## config.mk

```make
export PLATFORM = sky130hd
export DESIGN_NAME = fft_sample_loader
export DESIGN_NICKNAME = d
export VERILOG_FILES = /design/src/rtl/fft_sample_loader_pkg.sv /design/src/rtl/fft_valid_delay.sv /design/src/rtl/fft_sample_loader.sv
export SDC_FILE = /design/constraint.sdc
export NUM_CORES = 1
export LEC_CHECK = 0
export CORE_ASPECT_RATIO = 2
export CORE_MARGIN = 5
export CORE_UTILIZATION = 57
export CTS_CLUSTER_SIZE = 25
export DETAILED_ROUTE_END_ITERATION = 8
export PLACE_DENSITY = 0.85
export SYNTH_ARGS = -nofsm -noshare
export SYNTH_HDL_FRONTEND = slang
export SYNTH_HIERARCHICAL = 1
export SYNTH_SLANG_ARGS = --single-unit
```

## constraint.sdc

```tcl
create_clock -name clk -period 4.7 [get_ports clk]
set_input_delay 1.175 -clock clk [delete_from_list [all_inputs] [get_ports clk]]
set_output_delay 1.175 -clock clk [all_outputs]
set_load 0.005 [all_outputs]
```

## src/rtl/fft_sample_loader_pkg.sv

```systemverilog
// Shared constants and state encoding for the FFT sample loader.
// The loader gathers 8 complex samples and launches them as one parallel frame.
package fft_sample_loader_pkg;

  localparam int NFFT        = 8;
  localparam int NFFT_BITS   = 3;
  localparam int FFT_LATENCY = 4;

  typedef enum logic {
    FILL   = 1'b0,
    LAUNCH = 1'b1
  } state_t;

endpackage

```

## src/rtl/fft_valid_delay.sv

```systemverilog
// Fixed-depth shift register for the FFT result-valid strobe.
// Each stage is independent, so back-to-back strobes are each delivered.
module fft_valid_delay #(
  parameter int DEPTH = 4
) (
  input  logic clk,
  input  logic rst_n,
  input  logic d,
  output logic q
);

  logic [DEPTH-1:0] sr;

  always_ff @(posedge clk or negedge rst_n) begin
    if (!rst_n) begin
      sr <= '0;
    end else begin
      sr <= {sr[DEPTH-2:0], d};
    end
  end

  assign q = sr[DEPTH-1];

endmodule

```

## src/rtl/fft_sample_loader.sv

```systemverilog
// Collects complex samples into a fill bank and launches full 8-sample frames
// into a stable output bank, with early-s_last abort and a delayed result strobe.
module fft_sample_loader
  import fft_sample_loader_pkg::*;
#(
  parameter int INT_WIDTH   = 8,
  parameter int FRACT_WIDTH = 8,
  parameter int DATA_WIDTH  = INT_WIDTH + FRACT_WIDTH
) (
  input  logic                  clk,
  input  logic                  rst_n,
  input  logic                  s_valid,
  output logic                  s_ready,
  input  logic [DATA_WIDTH-1:0] s_real,
  input  logic [DATA_WIDTH-1:0] s_imag,
  input  logic                  s_last,
  output logic                  fft_en,
  output logic [DATA_WIDTH-1:0] out0_real,
  output logic [DATA_WIDTH-1:0] out0_imag,
  output logic [DATA_WIDTH-1:0] out1_real,
  output logic [DATA_WIDTH-1:0] out1_imag,
  output logic [DATA_WIDTH-1:0] out2_real,
  output logic [DATA_WIDTH-1:0] out2_imag,
  output logic [DATA_WIDTH-1:0] out3_real,
  output logic [DATA_WIDTH-1:0] out3_imag,
  output logic [DATA_WIDTH-1:0] out4_real,
  output logic [DATA_WIDTH-1:0] out4_imag,
  output logic [DATA_WIDTH-1:0] out5_real,
  output logic [DATA_WIDTH-1:0] out5_imag,
  output logic [DATA_WIDTH-1:0] out6_real,
  output logic [DATA_WIDTH-1:0] out6_imag,
  output logic [DATA_WIDTH-1:0] out7_real,
  output logic [DATA_WIDTH-1:0] out7_imag,
  output logic                  res_valid,
  output logic                  frame_err,
  output logic [15:0]           frame_cnt
);

  // Handshake: a sample transfers on a rising clk edge where s_valid and
  // s_ready are both 1; s_ready only drops while in reset.

  localparam logic [NFFT_BITS-1:0] LAST_IDX = NFFT_BITS'(NFFT - 1);

  state_t                 state;
  logic [NFFT_BITS-1:0]   idx;
  logic [DATA_WIDTH-1:0]  fill_re [NFFT];
  logic [DATA_WIDTH-1:0]  fill_im [NFFT];
  logic [DATA_WIDTH-1:0]  out_re  [NFFT];
  logic [DATA_WIDTH-1:0]  out_im  [NFFT];

  logic accept;
  logic abort;
  logic launch;

  assign accept = s_valid && s_ready;
  assign abort  = accept && s_last && (idx != LAST_IDX);
  assign launch = accept && (idx == LAST_IDX);

  always_ff @(posedge clk or negedge rst_n) begin
    if (!rst_n) begin
      s_ready   <= 1'b0;
      state     <= FILL;
      idx       <= '0;
      fft_en    <= 1'b0;
      frame_err <= 1'b0;
      frame_cnt <= '0;
      for (int i = 0; i < NFFT; i++) begin
        fill_re[i] <= '0;
        fill_im[i] <= '0;
        out_re[i]  <= '0;
        out_im[i]  <= '0;
      end
    end else begin
      // s_ready is the synchronized release of the asynchronous reset.
      s_ready   <= 1'b1;
      fft_en    <= launch;
      frame_err <= abort;

      case (state)
        FILL:    state <= launch ? LAUNCH : FILL;
        LAUNCH:  state <= FILL;
        default: state <= FILL;
      endcase

      if (abort) begin
        idx <= '0;
      end else if (accept) begin
        fill_re[idx] <= s_real;
        fill_im[idx] <= s_imag;
        if (launch) begin
          // The 8th sample bypasses the fill bank so the frame lands in one edge.
          for (int i = 0; i < NFFT - 1; i++) begin
            out_re[i] <= fill_re[i];
            out_im[i] <= fill_im[i];
          end
          out_re[NFFT-1] <= s_real;
          out_im[NFFT-1] <= s_imag;
          frame_cnt      <= frame_cnt + 16'd1;
          idx            <= '0;
        end else begin
          idx <= idx + 1'b1;
        end
      end
    end
  end

  fft_valid_delay #(
    .DEPTH(FFT_LATENCY)
  ) u_valid_delay (
    .clk   (clk),
    .rst_n (rst_n),
    .d     (fft_en),
    .q     (res_valid)
  );

  assign out0_real = out_re[0];
  assign out0_imag = out_im[0];
  assign out1_real = out_re[1];
  assign out1_imag = out_im[1];
  assign out2_real = out_re[2];
  assign out2_imag = out_im[2];
  assign out3_real = out_re[3];
  assign out3_imag = out_im[3];
  assign out4_real = out_re[4];
  assign out4_imag = out_im[4];
  assign out5_real = out_re[5];
  assign out5_imag = out_im[5];
  assign out6_real = out_re[6];
  assign out6_imag = out_im[6];
  assign out7_real = out_re[7];
  assign out7_imag = out_im[7];

endmodule

```

# ---- Word-level counts from Yosys, hierarchy flattened
# Index checks and enable logic that the tools add are counted.
dict set report word_totals {
  ff_bits 538
  latchBits 0
  mem_bits_rw 0
  mem_bits_ro 0
  inputBits 36
  n_memories 0
}
dict set report op_classes {
  add_sub_neg 2
  mul 0
  n_div 0
  order_cmp 2
  eq_ne 2
  shift 0
  mux 7
  bitwise_logic 2
  reduce_logical 8
}
# operator n
set op_table {}
lappend op_table {{128-bit bitwise mux} 2}
lappend op_table {{16-bit demux with 3-bit select} 1}
lappend op_table {{16-bit by 1-bit adder with 16-bit output, second input constant} 1}
lappend op_table {{16-bit two-way mux} 1}
lappend op_table {{3-bit two-way mux} 3}
lappend op_table {{1-bit logical AND} 5}
lappend op_table {{4-bit >= comparator, second input constant} 1}
lappend op_table {{4-bit by 1-bit less-than comparator with 1-bit output, second input constant} 1}
lappend op_table {{3-bit NOT with 4-bit output} 1}
lappend op_table {{3-bit by 1-bit adder with 3-bit output, second input constant} 1}
lappend op_table {{3-bit == test, second input constant} 1}
lappend op_table {{3-bit inequality test, second input constant} 1}
lappend op_table {{3-bit AND reduction} 1}
lappend op_table {{2-bit AND reduction} 1}
lappend op_table {{2-bit nonzero test} 1}
lappend op_table {{1-bit NOT} 1}

# ---- Logic depth before layout (Yosys ltp)
# Gate-level depths: netlist (run 1).
dict set report logic_depth {
  word_depth 6
  depth_mapped 9
  depth_no_buf 7
}

# ---- Modules after synthesis
# Netlist (run 1), hierarchy kept.
# mod n_inst cells_per_inst area_each_um2 seq_area_each_um2
set modules_own_cells {}
lappend modules_own_cells {fft_sample_loader 1 1642 18815.5 12562.0}
lappend modules_own_cells {fft_valid_delay 1 4 100.1 100.1}

# ---- Least setup slack after synthesis (run 1)
# No wires, ideal clock.
dict set report synth_timing {
  path_kind {input to register}
  start {in s_valid}
  end {reg fill_im[48] in the netlist's numbering}
  setup_ns 0.125
  arrival_time_ns 2.614
  path_slack_ns 1.961
  cell_stages 6
  n_path_buf 2
  path_cell_list {nand2_1 -> or3_1 -> buf_2 -> nor3b_4 -> buf_6 -> mux2_2}
}
dict set report synth_between {
  elab_chain_cells 5
}
# item line_no
set synth_lines {}
lappend synth_lines {{from (decl)} fft_sample_loader.sv:12} ;# input logic s_valid,
lappend synth_lines {{1-bit logical AND *} fft_sample_loader.sv:55} ;# assign accept = s_valid && s_ready;
lappend synth_lines {{1-bit logical AND (2 in series)} fft_sample_loader.sv:56} ;# assign abort = accept && s_last && (idx != LAST_IDX);
lappend synth_lines {{1-bit NOT (no source line)} n/a}
lappend synth_lines {{2-bit AND reduction (no source line) *} n/a}
lappend synth_lines {{to (signal, indexed assignment)} fft_sample_loader.sv:89} ;# fill_im[idx] <= s_imag;
lappend synth_lines {{to (decl)} fft_sample_loader.sv:47} ;# logic [DATA_WIDTH-1:0] fill_im [NFFT];
# Mark *: on every way between the ends. The rest lies on a longest branch, timed or not.
# A chain may end at the register's enable or synchronous reset.

# ---- Worst setup path in the final report (run 1)
dict set report layout_timing {
  start {in s_valid}
  end {reg fill_re[20] in the netlist's numbering}
}
dict set report layout_between {
  elab_chain_cells 5
}
# item line_no
set layout_lines {}
lappend layout_lines {{1-bit logical AND *} fft_sample_loader.sv:55}
lappend layout_lines {{1-bit logical AND (2 in series)} fft_sample_loader.sv:56}
lappend layout_lines {{1-bit NOT (no source line)} n/a}
lappend layout_lines {{2-bit AND reduction (no source line) *} n/a}
lappend layout_lines {{to (signal, indexed assignment)} fft_sample_loader.sv:88} ;# fill_re[idx] <= s_real;
lappend layout_lines {{to (decl)} fft_sample_loader.sv:46} ;# logic [DATA_WIDTH-1:0] fill_re [NFFT];
# Marked as above.

==> results of run 1 <==
-- state kept, by name, indices dropped and copies added (netlist names), 3 cells and up --
name and cells:
fill_im 112, fill_re 112, frame_cnt 16, idx 3, out0_imag 16, out0_real 16, out1_imag 16, out1_real 16
out2_imag 16, out2_real 16, out3_imag 16, out3_real 16, out4_imag 16, out4_real 16, out5_imag 16, out5_real 16
out6_imag 16, out6_real 16, out7_imag 16, out7_real 16, u_valid_delay/sr 4
-- worst reg2reg max path, stage by stage, from the launching register on --
cell	delay, ns
sky130_fd_sc_hd__dfrtp_1	0.57
sky130_fd_sc_hd__ha_1	0.22
sky130_fd_sc_hd__ha_1	0.24
sky130_fd_sc_hd__nand3_4	0.54
sky130_fd_sc_hd__inv_8	0.68
sky130_fd_sc_hd__buf_12	0.40
sky130_fd_sc_hd__nand2_1	0.13
sky130_fd_sc_hd__nand2_1	0.10
-- layout by cell type (no fill, tap or decap), types with 2 or more instances in the layout --
| master | netlist | layout |
|---|---|---|
| sky130_fd_sc_hd__a22o_1 | 2 | 2 |
| sky130_fd_sc_hd__and3_1 | 6 | 6 |
| sky130_fd_sc_hd__buf_12 | 0 | 6 |
| sky130_fd_sc_hd__buf_4 | 9 | 16 |
| sky130_fd_sc_hd__bufinv_16 | 0 | 3 |
| sky130_fd_sc_hd__clkbuf_1 | 56 | 12 |
| sky130_fd_sc_hd__clkbuf_16 | 0 | 45 |
| sky130_fd_sc_hd__clkbuf_8 | 0 | 5 |
| sky130_fd_sc_hd__clkdlybuf4s50_1 | 0 | 310 |
| sky130_fd_sc_hd__clkinv_2 | 0 | 6 |
| sky130_fd_sc_hd__dfrtp_1 | 506 | 506 |
| sky130_fd_sc_hd__ha_1 | 3 | 3 |
| sky130_fd_sc_hd__mux2_1 | 6 | 6 |
| sky130_fd_sc_hd__mux2_2 | 219 | 219 |
| sky130_fd_sc_hd__nand2_1 | 777 | 776 |
| sky130_fd_sc_hd__nand3_1 | 7 | 6 |
| sky130_fd_sc_hd__nand3b_1 | 2 | 2 |
| sky130_fd_sc_hd__nand4_1 | 4 | 4 |
| sky130_fd_sc_hd__nor2_1 | 4 | 4 |
| sky130_fd_sc_hd__nor2b_1 | 2 | 2 |
| sky130_fd_sc_hd__nor3_1 | 2 | 2 |
| sky130_fd_sc_hd__nor3b_4 | 2 | 2 |
| sky130_fd_sc_hd__xnor2_1 | 8 | 8 |
| sky130_fd_sc_hd__xor2_1 | 7 | 7 |
-- power by group through the flow --
stage                     Combinational (mW)  Sequential, mW  Clock, mW
after global placement                 0.795            5.21          0
after global routing                   0.925            5.23       3.74
after CTS                              0.857            5.18       3.56
after floorplan                        0.504            5.15          0
final                                  0.841            5.18       3.50
after detailed placement               0.849            5.25          0
-- cells by family after synthesis --
logic type               Yosys count  share of synthesized area [%]
AO/OA/AOI/OAI                      2                         0.0926
XOR/XNOR                          15                          0.695
adder cells (fa/ha/maj)            3                          0.198
buffers and inverters             82                           1.99
flip-flops                       506                           66.9
multiplexers                     225                           13.4
other                              1                         0.0198
AND/OR/NAND/NOR                  812                           16.7
-- how the worst max path moves through the flow --
stage	startpoint	end	slack (ns)
after floorplan	s_valid	fill_im[48]$_DFFE_PN0P_	1.96
after global placement	s_valid	fill_re[24]$_DFFE_PN0P_	1.06
after detailed placement	s_valid	fill_im[92]$_DFFE_PN0P_	0.96
after CTS	s_valid	fill_re[20]$_DFFE_PN0P_	1.53
after global routing	s_valid	fill_im[83]$_DFFE_PN0P_	1.42
final	s_valid	fill_re[20]$_DFFE_PN0P_	1.51
-- final cells by class --
cell class	instances	area (um2)
Multi-Input combinational cell	1058	5900
Sequential cell	506	12700
Clock inverter	10	128
Clock buffer	62	1240
Fill cell	2131	8980
Timing Repair Buffer	333	3360
Inverter	1	11.3
Tap cell	432	541
-- through the flow --
step	worst slack, ns	hold slack, ns
after floorplan	1.96	0.331
after global placement	1.06	0.333
after detailed placement	0.964	0.345
after CTS	1.53	0.357
after global routing	1.42	0.375
final	1.51	0.358
-- routing by layer --
layer / wire, um / track usage, %
met1: 16900 / 29.8
met3: 2520 / 4.73
met5: 0 / 0
met4: 2990 / 14.1
met2: 27500 / 49.5
==> metrics list, run 1 <==
- After detailed routing, the average wire length per cell comes to 20.8 um.
- The flow ran to the end, and the final reports show no timing, DRC or antenna violations.
- Most instantiated cells after synthesis: sky130_fd_sc_hd__nand2_1, sky130_fd_sc_hd__dfrtp_1, sky130_fd_sc_hd__mux2_2
* First DRT Iteration DRCs: 740
- Setup violations remaining at the end of the flow were counted as 0.
* Count of unique library cells instantiated by Yosys: 29
- Clock-pin slew was measured on the worst setup and hold paths at 0.07 ns.
- Synthesized instance count: 1646
- Power Internal: 7.37 mW
- Area grow syn2layout: 26.0%
- HPWL after DPL: 33500 um
- After synthesis, the largest area contributor takes up 66.9% of total cell area.
- In this run the core area contains 94 standard-cell rows.
* RSZ-0062 raised after global routing: false
- Hold repair after CTS inserted 0 buffers.
- On the final layout, the worst clock skew is 0.0116 ns.
* Count of flip-flops with a built-in enable after synthesis: 0
- Portion of total power attributed to the clock network: 36.8%
- In this run the horizontal extent of the chip is 139 um.
- Timing would allow up to 314 MHz.
- First-pass GRT wire length: 78400 um
* Overall overflow remaining after global route: 0
- Clock latency on the worst-skew pair, taken at its later pin, is 0.54 ns.
- Across the run, the number of max-cap violations was 0.
- Synthesized Nets: 1685
- The worst setup path is captured at a register.
- After detailed placement, the total cell area comes to 22500 um2.
- Once the clock tree was built, the setup fixing pass inserted 0 buffers.
- Together, buffers and inverters on the worst path number 2.
- Number of clock sinks: 506
- Of the available clock period, the critical path in the final layout requires 67.8%.
- Non-Filler Instances: 2402
- 312 I/O pins were placed.
- Gates resized during post-CTS repair numbered 0.
- Post-synthesis sequential area ratio: 66.9%
- Number of search-and-repair iterations in the first detailed-routing pass: 5
- Setup slack of the worst register-to-register path: 1.77 ns
- Worst reg2reg path endpoint: out7_real[9]$_DFFE_PN0P_
- Crit-path leading delay family: simple AND/OR/NAND/NOR gates
- Dpl cells: 2330
- Min-Delay Path Depth: 0
- Registers are responsible for 54.4% of the overall power.
- For this run, the slowest stage of the critical path takes 0.56 ns.
- Worst min path class: register to register
* CTS max path bufs: 3
* Combined area of all synthesized cells: 18900 um2
- The worst register-to-register path has a depth of 7.
- Endpoint with the worst hold slack: u_valid_delay/sr[1]$_DFF_PN0_
- In the routed design, unresolved DRC markers number 0.
* Worst path depth: 6
* Register bit count reported by yosys: 506
- Critical-path maximum fanout: 23
- The final layout contains 1981 nets.
* Power density of the placed cells: 400 nW/um2
- Library cell with the highest instance count after synthesis: sky130_fd_sc_hd__nand2_1
* Largest cells by area after synthesis: sky130_fd_sc_hd__dfrtp_1, sky130_fd_sc_hd__nand2_1, sky130_fd_sc_hd__mux2_2
- Maximum level of the CTS H-tree: 2
* Net switching share of the total power: 22.7%
- TritonCTS built the clock tree.
- Area of the core: 32800 um2
* Critical-path top delay cell: sky130_fd_sc_hd__or3_1
- Number of buffers created by CTS: 42
- NetSw: 2.16 mW
- Startpoint of the most critical hold path: u_valid_delay/sr[0]$_DFF_PN0_
* Overall Power: 9.53 mW
- Cell Chain, Critical Path: clkdlybuf4s50_1, nand2_1, or3_1, nor2_4, buf_4, mux2_2
- The analysis attributes to cell leakage a power of 12.2 nW.
- Vias per std cell: 5.38
- The smallest clock period supported by the final layout is computed as 3.19 ns.
- Data on the critical path arrives at its endpoint at 3.60 ns.
- The largest total area in the synthesized netlist belongs to sky130_fd_sc_hd__dfrtp_1.
* Remaining max-slew budget at the tightest pin: 38.1%
* Total Negative Setup Slacks: 0 ns
- Port buffering added 311 buffers.
- Dividing the synthesized area by the synthesized cell count gives 11.5 um2.
* Wire length after detailed routing: 49900 um
- Summing over every cut layer, the via total after detailed routing is 12923.
- Number of global-route vias before repair: 13929
- Vertical die dimension: 268 um
* YS warnings: 6
- Global routing consumed, over all layers together, 27.0% of the routing resources.
- The number of max-slew violations in the final report came to 0.
* Share of the core filled with cells: 72.6%
- Ratio of cells with drive above 1 in the final layout: 15.7%
- The worst setup path is launched from an input pin.
- After synthesis, the share of flip-flops with an asynchronous set or reset is 100%.
- RD Place Congestion: 0.831
* Transition time at the pin with the least slew margin: 0.926 ns
- For this configuration, the core starts out at a cell density of 57.6%.
- Pin count of the biggest net entering global routing: 129
- Required time of the critical path: 5.12 ns
- The startpoint identified for the worst register-to-register timing path is idx[1]$_DFFE_PN0P_.
* Total Die Area: 37100 um2
- 0 antenna diodes ended up in the layout.
- Once detail routing completed, the nets flagged for antenna violations numbered 0.
* Library cell used as clock root buffer: sky130_fd_sc_hd__clkbuf_16
- VDD sags by at most 382 uV.
* Top_reg_cell synth: sky130_fd_sc_hd__dfrtp_1
- Class of the most critical setup path: input pin to register
- Post-route cell area: 23800 um2
- The initial antenna violation count is 0.
* Portion of total power attributed to combinational logic: 8.8%
- Number of hold violations in the final report: 0
Power figures use the tool's default switching activity.
==> inputs of run 2 (changes only) <==
- CORE_UTILIZATION: 57 -> 48
- PLACE_DENSITY: 0.85 -> 0.76
- clock period: 4.7 -> 2.7 ns (I/O delays scaled with it)
==> metrics list, run 2 (synthesized netlist as in run 1, its figures left out) <==
- Area of the core: 39300 um2
- Wire length per cell after detailed routing: 20.1 um
* Vias after detailed routing: 12904
- Maximum frequency from static timing analysis: 419 MHz
* Post-Route Skew: 0.0271 ns
- STA classifies the critical path endpoint as a register.
- Entering global routing, the biggest net connects 133 pins.
- # port buffers: 311
* Start point of the critical path: idx[0]$_DFFE_PN0P_
- Worst min path class: input pin to async pin
* Final antenna diode count: 0
* Number of hold violations in the final report: 0
- The worst setup path is launched from a register.
* Worst r2r src: idx[0]$_DFFE_PN0P_
- The later pin in the worst-skew pair is clocked with a latency of 0.56 ns.
- Vias per std cell: 5.09
* Std-Cell Rows: 103
- Hold repair after CTS inserted 0 buffers.
* Cell Chain, Critical Path: ha_1, ha_1, nor2b_1, or3_1, nor3b_4, buf_12, mux2_2
- TritonCTS built the clock tree.
* Number of clock sinks: 506
- The count of nets left with antenna violations once routing finished came out at 0.
* Final worst-path setup slack: 0.316 ns
* Area of placed instances: 23000 um2
- Setup slack on the worst reg-to-reg path comes out at 0.32 ns.
- Net count reported at finish: 2013
* Critical Path Max Stage Delay: 0.48 ns
* RD Place Congestion: 0.827
- Class of the most critical setup path: register to register
* CP arrival: 2.81 ns
- Worst reg2reg path endpoint: fill_im[81]$_DFFE_PN0P_
- Die X: 150 um
- The number of setup buffers added after CTS is 0.
- Dividing the final minimum period by the clock period gives 88.3%.
* Post-layout minimum cycle time: 2.38 ns
- First DRT Iteration DRCs: 743
- Overall Power: 17.0 mW
* Number of max-capacitance violations reported: 0
* CTS max path bufs: 3
- The worst-case IR drop observed on VDD is 538 uV.
- Critical-path top delay cell: sky130_fd_sc_hd__or3_1
- Headroom to the max-slew limit came out at 54.4%.
* Post-route DRC: 0
* Vertical die dimension: 291 um
* Registers with the highest flip-flop counts: fill_im: 112 flops, fill_re: 112 flops
* Maximum level of the CTS H-tree: 2
- During I/O placement, the number of pins put on the boundary was 312.
- For this design the static power due to leakage is 12.5 nW.
- Cell depth of the worst flop-to-flop path: 7
* Effective utilization at floorplan: 48.1%
- CTS placed an instance of sky130_fd_sc_hd__clkbuf_16 at the clock tree root.
* Clock Pin Slew Worst Setup and Hold Paths: 0.07 ns
- Summed over all layers, the global routing overflow is 0.
- HPWL after DPL: 35800 um
* Area grow syn2layout: 29.5%
* Initial antenna violation count: 0
- The run finished with clean final reports.
- Required time of the critical path: 3.12 ns
- Post-cts repair resize count: 0
- Final setup vio count: 0
- Most frequent cells in the layout: sky130_fd_sc_hd__nand2_1, sky130_fd_sc_hd__dfrtp_1, sky130_fd_sc_hd__clkdlybuf4s50_1, sky130_fd_sc_hd__mux2_2, sky130_fd_sc_hd__clkbuf_16
* Cell type with the highest occurrence count on the critical path: sky130_fd_sc_hd__ha_1
* Setup WS pre-CTS: -0.142 ns
* First-pass GRT wire length: 80400 um
- Ratio of cells with drive above 1 in the final layout: 17.7%
* Number of buffers created by CTS: 44
- Number of global-route vias before repair: 13822
- Total Die Area: 43700 um2
- Setup crit end: fill_im[81]$_DFFE_PN0P_
* Number of search-and-repair iterations in the first detailed-routing pass: 5
* Leading cell type in the layout, fill and taps excluded: sky130_fd_sc_hd__nand2_1
* Critical-path maximum fanout: 17
- Post-route cell area: 24500 um2
- Total Routing Usage GR: 23.9%
- Power spread over the standard cell area amounts to 693 nW/um2.
- The final layout contains routed wiring with a total length of 51100 um.
* Transition time at the pin with the least slew margin: 0.683 ns
- Final number of max-transition violations: 0
- RSZ-0062 raised after global routing: false
## run 2: cell types whose count changed in the layout (fill, tap and decap cells not counted), moves of 2 or more
cell	previous run	this run
sky130_fd_sc_hd__clkbuf_1	12	6
sky130_fd_sc_hd__clkinv_2	6	11
sky130_fd_sc_hd__buf_12	6	20
sky130_fd_sc_hd__buf_4	16	32
sky130_fd_sc_hd__clkinv_8	0	2
sky130_fd_sc_hd__clkinv_4	0	2
sky130_fd_sc_hd__clkbuf_8	5	12
## run 2: area by class of cell
type	count	area, um2
Clock inverter	18	173
Inverter	1	11.3
Timing Repair Buffer	363	3760
Multi-Input combinational cell	1058	5900
Sequential cell	506	12700
Clock buffer	64	1340
Fill cell	3078	14800
Tap cell	525	657
## run 2: per-stage QoR
stage | setup TNS, ns | util (%) | cells | hold slack, ns
4_1_cts | 0 | 62.3 | 2535 | 0.0721
3_5_place_dp | -10.0 | 58.5 | 2453 | 0.336
6_report | 0 | 62.3 | 2535 | 0.0817
5_1_grt | 0 | 62.3 | 2535 | 0.0981
3_3_place_gp | -6.58 | 58.5 | 2453 | 0.334
2_1_floorplan | 0 | - | 1646 | 0.331
## run 2: worst min path at each step
stage / start / end
global route: rst_n / out5_real[3]$_DFFE_PN0P_
detailed placement: u_valid_delay/sr[0]$_DFF_PN0_ / u_valid_delay/sr[1]$_DFF_PN0_
global placement: u_valid_delay/sr[2]$_DFF_PN0_ / u_valid_delay/sr[3]$_DFF_PN0_
floorplan: u_valid_delay/sr[0]$_DFF_PN0_ / u_valid_delay/sr[1]$_DFF_PN0_
CTS: rst_n / out5_real[3]$_DFFE_PN0P_
finish: rst_n / out2_imag[7]$_DFFE_PN0P_
## run 2: worst max-delay path, delay by kind of cell (launching register included)
family | cells | cell delay, ns
mux | 1 | 0.35
simple gates | 3 | 0.90
buf+inv | 1 | 0.20
flops | 1 | 0.39
fa+ha+maj | 2 | 0.39
## run 2: power breakdown
group | total [mW] | switching [mW] | leakage, nW | internal, mW
Combinational | 1.51 | 0.623 | 4.88 | 0.889
Sequential | 9.00 | 0.505 | 6.88 | 8.50
Clock | 6.47 | 2.80 | 0.754 | 3.67
## run 2: routing by layer
layer  global-route usage [%]  vias up  share of wire (%)
li1                         -     5891                  -
met1                     26.9     6527                 35
met2                     43.3      385                 55
met3                     3.98      101                4.9
met4                     10.8        0                4.9
met5                        0        -                  0
==> inputs of run 3 (changes only) <==
- CORE_ASPECT_RATIO: 2 -> 1.4
- PLACE_DENSITY: 0.76 -> unset
- PLACE_DENSITY_LB_ADDON: unset -> 0.12
==> metrics list, run 3 (synthesized netlist as in run 1, its figures left out) <==
- VDD sags by at most 444 uV.
* Power density of the placed cells: 693 nW/um2
- Filler cells: 3235
- CP arrival: 2.77 ns
- Worst hold slack across all endpoints: 0.0199 ns
* Hold Buf Count CTS: 0
- Global routing consumed, over all layers together, 22.6% of the routing resources.
* Library cell used as clock root buffer: sky130_fd_sc_hd__clkbuf_16
- Clock Pin Slew Worst Setup and Hold Paths: 0.06 ns
* Met3 usage: 5.55%
- RSZ-0062 raised after global routing: false
- The number of endpoints with negative hold slack in the final report was 0.
* Final number of max-transition violations: 0
- Portion of total power attributed to the clock network: 38.3%
- Registers with the highest flip-flop counts: fill_im: 112 flops, fill_re: 112 flops
- Overall Power: 16.9 mW
- Worst reg2reg path endpoint: fill_im[61]$_DFFE_PN0P_
- The number of gates resized after CTS was 0.
- The number of global-route vias before repair was 13195.
- NetSw: 3.78 mW
- Area of placed instances: 22900 um2
* Met2 usage in global routing: 39.0%
- Most frequent cells in the layout: sky130_fd_sc_hd__nand2_1, sky130_fd_sc_hd__dfrtp_1, sky130_fd_sc_hd__clkdlybuf4s50_1, sky130_fd_sc_hd__mux2_2, sky130_fd_sc_hd__clkbuf_16
- The net count of the finished layout is 2011.
- Worst r2r src: idx[0]$_DFFE_PN0P_
* Leakage dissipation: 12.5 nW
* Wire length after detailed routing: 48400 um
* Area of the core: 39200 um2
* Transition time at the pin with the least slew margin: 0.666 ns
- Cell depth of the worst flop-to-flop path: 8
- Sequential cell fraction of total power: 53.0%
- Bufs and invs on worst path: 2
- Summing over every cut layer, the via total after detailed routing is 12681.
- Cell internal power was estimated by the tool at 13.2 mW.
* Vertical die dimension: 245 um
- Overall overflow remaining after global route: 0
- The critical path in this run is classified as register to register.
* Post-Route Skew: 0.0130 ns
* Leading cell type in the layout, fill and taps excluded: sky130_fd_sc_hd__nand2_1
- Register area: 12700 um2
* Net switching share of the total power: 22.3%
- First-pass GRT wire length: 76400 um
* Kind of start point of the critical path: register
- Std-Cell Rows: 86
- Number of max-capacitance violations reported: 0
- Traced cell by cell, the critical path runs through ha_1, ha_1, nor2b_1, or3_1, buf_4, nor3b_4, buf_12, mux2_2.
* Portion of total power attributed to combinational logic: 8.7%
* Post-layout minimum cycle time: 2.33 ns
- The die covers 43500 um2.
* Required time of the critical path: 3.13 ns
* Final setup vio count: 0
- Among all stages on the critical path, the largest delay is contributed by sky130_fd_sc_hd__dfrtp_1.
* Area of the multi-input gates: 5900 um2
- Period utilization: 86.5%
- Effective utilization at floorplan: 48.3%
- CTS built an H-tree with a depth of 2.
- # port buffers: 311
* Cell type with the highest occurrence count on the critical path: sky130_fd_sc_hd__ha_1
- After routing the design area is 24400 um2.
- Remaining max-slew budget at the tightest pin: 55.5%
- Counting the buffers created by CTS gives 47.
* First DRT Iteration DRCs: 769
- CTS saw 506 sinks.
- Wire length per cell after detailed routing: 19.1 um
- RD Place Congestion: 0.792
* I/O Pins: 312
- Pin count of the biggest net entering global routing: 93
- Post-CTS repair timing setup buffer count: 0
* Area grow syn2layout: 29.2%
- In this design, the stage delay of the slowest critical-path cell is 0.38 ns.
* Die X: 178 um
- Post-route DRC: 0
* Number of search-and-repair iterations in the first detailed-routing pass: 5
- HPWL after DPL: 32400 um
* Crit-path leading delay family: simple AND/OR/NAND/NOR gates
- The global routing stage identified its most utilized layer as met2.
- The longest clock path from root to sink contains 3 buffers.
* Ratio of cells with drive above 1 in the final layout: 17.1%
* Met1 usage in global routing: 28.6%
- Using the TritonRoute via totals, the vias-per-cell ratio works out to 5.01.
- The worst setup path is captured at a register.
- Maximum frequency from static timing analysis: 428 MHz
- Share of the core filled with cells: 62.4%
- In this run the worst path has a maximum fanout of 25.
- The count of nets left with antenna violations once routing finished came out at 0.
- The setup check on the worst reg-to-reg path leaves a slack of 0.37 ns.
* Initial antenna violation count: 1
* Worst min path class: input pin to async pin
- The later pin in the worst-skew pair is clocked with a latency of 0.56 ns.
* Run status: finished clean
* CTS tree: yes
==> run 3: cell count changes in the layout (fill, tap and decap cells not counted) <==
cell | before | now
sky130_fd_sc_hd__clkbuf_1 | 6 | 11
sky130_fd_sc_hd__clkinv_8 | 2 | 0
sky130_fd_sc_hd__buf_12 | 20 | 19
sky130_fd_sc_hd__clkbuf_16 | 46 | 49
sky130_fd_sc_hd__clkinv_2 | 11 | 6
sky130_fd_sc_hd__clkbuf_8 | 12 | 10
sky130_fd_sc_hd__buf_4 | 32 | 28
sky130_fd_sc_hd__diode_2 | 0 | 1
sky130_fd_sc_hd__clkinv_4 | 2 | 0
==> run 3: through the flow <==
stage               worst slack, ns  setup TNS [ns]  std cells
floorplan                     0.461               0       1646
global placement             -0.196          -15.30       2451
detailed placement           -0.190          -14.21       2451
CTS                           0.347               0       2530
global route                  0.241               0       2531
finish                        0.365               0       2531
==> run 3: worst register-to-register path, cell delays in order, from the launching register on <==
cell and delay, ns:
sky130_fd_sc_hd__dfrtp_1 0.38, sky130_fd_sc_hd__ha_1 0.16, sky130_fd_sc_hd__ha_1 0.23, sky130_fd_sc_hd__nor2b_1 0.08, sky130_fd_sc_hd__or3_1 0.30, sky130_fd_sc_hd__buf_4 0.18, sky130_fd_sc_hd__nor3b_4 0.26, sky130_fd_sc_hd__buf_12 0.23
sky130_fd_sc_hd__mux2_2 0.40
==> run 3: cell type report <==
class                      instances  area share, %
sequential                       506           51.8
multi-input combinational       1058           24.1
timing repair buffer             358           15.2
clock buffer                      70           5.75
tap                              528           2.70
clock inverter                     9          0.399
inverter                           1         0.0461
antenna                            1         0.0102
==> run 3: worst max path at each step <==
stage,start,endpoint,slack [ns],cells after the start
final,idx[0]$_DFFE_PN0P_,fill_im[61]$_DFFE_PN0P_,0.37,8
after global routing,idx[0]$_DFFE_PN0P_,fill_im[61]$_DFFE_PN0P_,0.24,8
after CTS,idx[0]$_DFFE_PN0P_,fill_im[61]$_DFFE_PN0P_,0.35,8
after detailed placement,s_valid,fill_re[51]$_DFFE_PN0P_,-0.19,7
after global placement,s_valid,fill_re[55]$_DFFE_PN0P_,-0.20,7
after floorplan,s_valid,fill_im[48]$_DFFE_PN0P_,0.46,6
==> run 3: power by group through the flow <==
stage | Sequential, mW | Clock [mW] | Combinational [mW]
global placement | 9.07 | 0 | 1.45
floorplan | 8.97 | 0 | 0.877
global route | 9.08 | 6.97 | 1.64
finish | 8.97 | 6.48 | 1.48
detailed placement | 9.11 | 0 | 1.51
CTS | 8.97 | 6.64 | 1.52
==> run 3: layer usage <==
layer	part of all wire [%]	routed length [um]	vias up
met1	40	19400	6417
met3	6.4	3110	57
met4	2.0	986	0
li1	-	-	5875
met2	51	24800	332
met5	0	0	-
